===== src/rtl/trace_bram_writer.sv =====
// Trace capture: buffers trace elements in a small FIFO and streams them as 32-bit words into a BRAM region.
// Optional macro TRACE_BRAM_WRITER_WRAP_EN turns the region into a ring buffer and adds the sticky `wrapped` output.
module trace_bram_writer #(
    parameter int          TRACE_WIDTH     = 224,
    parameter int          FIFO_DEPTH      = 8,
    parameter int          BRAM_ADDR_WIDTH = 16,
    parameter logic [31:0] END_MARKER      = 32'hFFFF_FFFF
) (
    input  logic                       clk,
    input  logic                       rst_n,
    input  logic                       trace_ready,
    input  logic [TRACE_WIDTH-1:0]     ex_data_i,
    input  logic                       repeat_detected,
    output logic                       bram_en,
    output logic [3:0]                 bram_we,
    output logic [BRAM_ADDR_WIDTH-1:0] bram_addr,
    output logic [31:0]                bram_wdata,
    output logic [31:0]                elements_written,
    output logic [31:0]                dropped_count,
    output logic                       overflow,
    output logic                       bram_full,
    output logic                       done
`ifdef TRACE_BRAM_WRITER_WRAP_EN
    ,
    output logic                       wrapped
`endif
);
    localparam int          WORDS        = TRACE_WIDTH / 32;
    localparam int          KW           = (WORDS > 1) ? $clog2(WORDS) : 1;
    localparam int          PW           = $clog2(FIFO_DEPTH);
    localparam int          CW           = PW + 1;
    localparam int          MAX_ELEMENTS = ((2 ** BRAM_ADDR_WIDTH) - 4) / (WORDS * 4);
    localparam logic [KW-1:0] LAST_K     = KW'(WORDS - 1);
    localparam logic [31:0] MAX_EL       = 32'(MAX_ELEMENTS);
`ifdef TRACE_BRAM_WRITER_WRAP_EN
    localparam logic [BRAM_ADDR_WIDTH-1:0] RING_END = BRAM_ADDR_WIDTH'(MAX_ELEMENTS * WORDS * 4);
`endif

    typedef enum logic [1:0] {IDLE, WRITE, MARK, DONE} state_t;

    state_t                     state_reg, state_next;
    logic [TRACE_WIDTH-1:0]     fifo_mem [FIFO_DEPTH];
    logic [PW-1:0]              rd_idx_reg, wr_idx_reg;
    logic [CW-1:0]              count_reg;
    logic [TRACE_WIDTH-1:0]     elem_reg;
    logic [KW-1:0]              k_reg;
    logic [BRAM_ADDR_WIDTH-1:0] wr_ptr_reg, addr_reg;
    logic [31:0]                wdata_reg;
    logic [31:0]                elements_reg, dropped_reg;
    logic                       overflow_reg, full_reg, done_reg, wrapped_reg;
    logic [31:0]                elem_words [WORDS];

    logic                       pop, push, drop, accept, flush, last_word, full_set, ring_wrap;
    logic [BRAM_ADDR_WIDTH-1:0] wr_ptr_inc;
    logic [31:0]                drop_inc;
    logic [32:0]                dropped_sum;

    genvar gi;
    generate
        for (gi = 0; gi < WORDS; gi++) begin : g_words
            assign elem_words[gi] = elem_reg[32*gi +: 32];
        end
    endgenerate

    always_comb begin
        last_word  = (state_reg == WRITE) && (k_reg == LAST_K);
        pop        = (state_reg == IDLE) && (count_reg != '0) && !full_reg;
        // Once full (or finished) nothing new enters the FIFO.
        accept     = (state_reg != DONE) && !full_reg;
        push       = trace_ready && accept && ((count_reg < CW'(FIFO_DEPTH)) || pop);
        drop       = trace_ready && ((accept && !push) || full_reg);
        flush      = (state_reg == MARK) && full_reg;
        wr_ptr_inc = wr_ptr_reg + BRAM_ADDR_WIDTH'(4);
`ifdef TRACE_BRAM_WRITER_WRAP_EN
        ring_wrap  = last_word && (wr_ptr_inc == RING_END);
        full_set   = 1'b0;
`else
        ring_wrap  = 1'b0;
        full_set   = last_word && ((elements_reg + 32'd1) == MAX_EL);
`endif
        drop_inc    = (flush ? 32'(count_reg) : 32'd0) + 32'(drop);
        dropped_sum = {1'b0, dropped_reg} + {1'b0, drop_inc};

        state_next = state_reg;
        case (state_reg)
            IDLE: begin
                if (pop)
                    state_next = WRITE;
                // A strobe coinciding with the request must still be written first.
                else if ((count_reg == '0) && !trace_ready && repeat_detected)
                    state_next = MARK;
            end
            WRITE: begin
                if (last_word)
                    state_next = full_set ? MARK : IDLE;
            end
            MARK:    state_next = DONE;
            default: state_next = DONE;
        endcase
    end

    always_ff @(posedge clk) begin
        if (push)
            fifo_mem[wr_idx_reg] <= ex_data_i;
    end

    always_ff @(posedge clk) begin
        if (!rst_n) begin
            state_reg    <= IDLE;
            rd_idx_reg   <= '0;
            wr_idx_reg   <= '0;
            count_reg    <= '0;
            elem_reg     <= '0;
            k_reg        <= '0;
            wr_ptr_reg   <= '0;
            addr_reg     <= '0;
            wdata_reg    <= '0;
            elements_reg <= '0;
            dropped_reg  <= '0;
            overflow_reg <= 1'b0;
            full_reg     <= 1'b0;
            done_reg     <= 1'b0;
            wrapped_reg  <= 1'b0;
        end else begin
            state_reg <= state_next;
            if (flush) begin
                rd_idx_reg <= wr_idx_reg;
                count_reg  <= '0;
            end else begin
                if (push) wr_idx_reg <= wr_idx_reg + PW'(1);
                if (pop)  rd_idx_reg <= rd_idx_reg + PW'(1);
                count_reg <= count_reg + CW'(push) - CW'(pop);
            end
            if (pop) begin
                elem_reg <= fifo_mem[rd_idx_reg];
                k_reg    <= '0;
            end
            if (bram_en) begin
                addr_reg  <= bram_addr;
                wdata_reg <= bram_wdata;
            end
            if (state_reg == WRITE) begin
                k_reg      <= k_reg + KW'(1);
                wr_ptr_reg <= ring_wrap ? '0 : wr_ptr_inc;
            end
            if (last_word && (elements_reg != '1))
                elements_reg <= elements_reg + 32'd1;
            dropped_reg <= dropped_sum[32] ? '1 : dropped_sum[31:0];
            if (drop_inc != '0)        overflow_reg <= 1'b1;
            if (full_set)              full_reg     <= 1'b1;
            if (state_reg == MARK)     done_reg     <= 1'b1;
            if (ring_wrap)             wrapped_reg  <= 1'b1;
        end
    end

    always_comb begin
        bram_en    = (state_reg == WRITE) || (state_reg == MARK);
        bram_we    = bram_en ? 4'hF : 4'h0;
        bram_addr  = bram_en ? wr_ptr_reg : addr_reg;
        bram_wdata = wdata_reg;
        if (state_reg == WRITE)
            bram_wdata = elem_words[k_reg];
        else if (state_reg == MARK)
            bram_wdata = END_MARKER;
    end

    assign elements_written = elements_reg;
    assign dropped_count    = dropped_reg;
    assign overflow         = overflow_reg;
    assign bram_full        = full_reg;
    assign done             = done_reg;
`ifdef TRACE_BRAM_WRITER_WRAP_EN
    assign wrapped = wrapped_reg;
`else
    logic unused_wrapped;
    assign unused_wrapped = wrapped_reg;
`endif

endmodule


===== config.mk =====
export PLATFORM = sky130hd
export DESIGN_NAME = trace_bram_writer
export DESIGN_NICKNAME = d
export VERILOG_FILES = /design/src/rtl/trace_bram_writer.sv
export SDC_FILE = /design/constraint.sdc
export NUM_CORES = 2
export LEC_CHECK = 0
export ABC_AREA = 1
export CAP_MARGIN = 20
export CORE_UTILIZATION = 55
export DETAILED_ROUTE_END_ITERATION = 10
export PLACE_DENSITY = 0.85
export SLEW_MARGIN = 20
export SYNTH_ARGS = -nofsm -noshare
export SYNTH_HDL_FRONTEND = slang
export SYNTH_SLANG_ARGS = --single-unit

===== constraint.sdc =====
create_clock -name clk -period 18.82 [get_ports clk]
set_clock_uncertainty 0.1 [all_clocks]
set_input_delay 2.823 -clock clk [delete_from_list [all_inputs] [get_ports clk]]
set_output_delay 2.823 -clock clk [all_outputs]
set_load 0.005 [all_outputs]

==> out/metrics.cfg <==
[synthesis]
ys_dominant_reg_cell = edfxtp_1
synth_compound_area_share_pct = 13.5
synth_mux_area_share_pct = 2.64
synth_edf_count = 1792
synth_cell_type_count = 50
synth_xor_area_share_pct = 0.268
yosys_warnings = 0
synth_area_um2 = 84900
synth_simple_gate_area_share_pct = 8.01
synth_top_area_share_pct = 63.4
netlist_instances = 6737
synth_nets = 6990
synthArstFlopShare_pct = 0
ys_seq_area_share_pct = 72.1
synth_commonest_cells = edfxtp_1, nor2_1, o21ai_0
synth_top_family_by_area = compound AO/OA/AOI/OAI gates
synthTopCellsByArea = edfxtp_1, dfxtp_1, o21ai_0, nor2_1, mux2i_1
synth_area_per_cell_um2 = 12.6
yosysTopAreaCell = edfxtp_1
synthMostInstantiatedCell = edfxtp_1
synth_fa_ha_area_share_pct = 0.386
ys_ff_latch = 2160

[timing]
hold_viol_final = 0
rsz0062_at_grt = false
final-setup-viol-count = 0
worstMarginPinSlew_ns = 1.13
setup_ws_ns = 11.03
slew_viol_final = 0
tns_ns = 0
max_slew_margin_pct = 24.4
fin_crit_ns = 7.79
fmax_mhz = 128
post-route-period-util_pct = 41.4

[critical_path]
cp-start-kind = flop
reg2reg_from = state_reg[0]
cp.required_ns = 15.90
cp_slowest_stage_delay_ns = 1.04
end_kind = output pin
cp-startpoint = k_reg[1]
ff2ff_setup_slack_ns = 12.81
crit_fanout = 66
cp_cell_sequence = inv_2 > nor2_2 > buf_4 > nand2_1 > o211ai_1 > nand3_1 > nand2_1 > clkdlybuf4s50_1
path_class = reg -> out
cpMaxStageDelayCell = dfxtp_1
crit_top_cell = nand2_1
critical_path_arrival_ns = 4.86

[placement]
preCtsSetupSlack_ns = 11.09
place.gp.congestion = 0.958
placed_area_um2 = 89700
portBuffers = 347
dp_hpwl_um = 136000

[detailed_routing]
drtIter0Drc = 8185
wire_per_inst_um = 25.2
ant_nets = 0
via_per_inst = 6.34
wirelength_um = 229000
vias = 57600
drc = 0
dr.pass1.iters = 8

[cells_and_area]
largest_reg_flops = 1792
final_cell_area_um2 = 96300
layout-drive-gt1-share_pct = 5.88
fill_cells = 10400
num-nets-final = 7123
syn2layout_area_growth_pct = 13.4

[clock_tree]
clockBufferDepth = 3
cts_root_buf = clkbuf_16
cts.sinks = 2160
clk_latency_ns = 0.85
htree_levels = 4
postCtsSetupBuffers = 0
cts-resized-gates = 0
clkTransAtPathRegs_ns = 0.06
holdBufCountCts = 0
cts_made_buffers = 199
cts_tree = done

[global_route]
grt-ovfl-total = 0
use_met2_pct = 44.8
grtUsageMet1_pct = 36.6
grt_max_degree = 226
grtUsageTotal_pct = 28.7
grtUsageMet3_pct = 8.47
busiest_layer = met2
antenna_found_initial = 68
grt_pass1_vias = 54700
grt_pass1_wl_um = 339000

[die]
die_h_um = 395
rows = 143
core-area_um2 = 153000
die_area_um2 = 156000
initial_utilization_pct = 55.6
dieWidth_um = 395
ios = 348

[min_path]
hp-class = reg -> reg
min-delay-start = addr_reg[0]

[power_and_ir_drop]
powerDensity_nw_per_um2 = 145
p_leak_uw = 0.0314
total_power_uw = 13900
irDropWorstVdd_mv = 0.126

[run]
maxCapViolCount = 0

[outcome]
outcome = completed

cells in the final DEF (no fill, tap or decap), types with 157 or more instances in the layout:
master           count
mux2i_1            224
o21ai_0           1009
clkbuf_16          205
clkdlybuf4s50_1    346
edfxtp_1          1792
o32ai_1            185
o221ai_1           218
inv_1              157
nand2_1            324
dfxtp_1            364
nor2_1            1163
a21oi_1            297
report_power, final:
part	switching [µW]	total [µW]	internal (µW)
Combinational	2670	3710	1050
Clock	1760	4020	2270
Sequential	423	6180	5750
metal layers:
layer / vias up / wire length, µm
met2: 3542 / 107000
li1: 25300 / -
met3: 652 / 27400
met4: 70 / 12500
met5: - / 437
met1: 28000 / 82500
worst paths after layout:
| path | to | depth (start not counted) |
|---|---|---|
| max | bram_wdata[11] | 8 |
| min | addr_reg[0] | 2 |
| max reg2reg | fifo_mem[7][12] | 14 |
| min reg2reg | addr_reg[0] | 2 |
cell families (layout without fill, tap and decap cells):
group | after synthesis | count (layout)
muxes | 224 | 224
other | 0 | 29
buffers and inverters | 658 | 957
xor gates and xnor gates | 26 | 26
and+or+nand+nor | 1699 | 1699
AOI/OAI and AO/OA | 1945 | 1945
DFF | 2160 | 2160
adders and majority gates | 25 | 25
worst max-delay path: cells and delay by family, from the launching register on:
family | cells | cell delay [ns]
flip-flops | 1 | 1.04
AO/OA/AOI/OAI | 1 | 0.13
buffers and inverters | 3 | 1.65
AND/OR/NAND/NOR | 4 | 1.18
through the flow:
| stage | hold WS (ns) | instances | util [%] |
|---|---|---|---|
| global route | 0.381 | 9083 | 63.1 |
| floorplan | 0.322 | 6737 | - |
| global placement | 0.330 | 8698 | 58.8 |
| detailed placement | 0.340 | 8698 | 58.8 |
| CTS | 0.348 | 9065 | 63.0 |
| finish | 0.347 | 9095 | 63.1 |
cell type report:
cell class	instances	area, µm²	share of cell area [%]
Tap cell	2030	2540	2.64
Clock inverter	110	1070	1.11
Sequential cell	2160	61200	63.6
Inverter	170	647	0.672
Timing Repair Buffer	420	4150	4.31
Multi-Input combinational cell	3919	21200	22.0
Clock buffer	257	5450	5.66
Antenna cell	29	72.6	0.0754
Power figures use the tool's default switching activity.
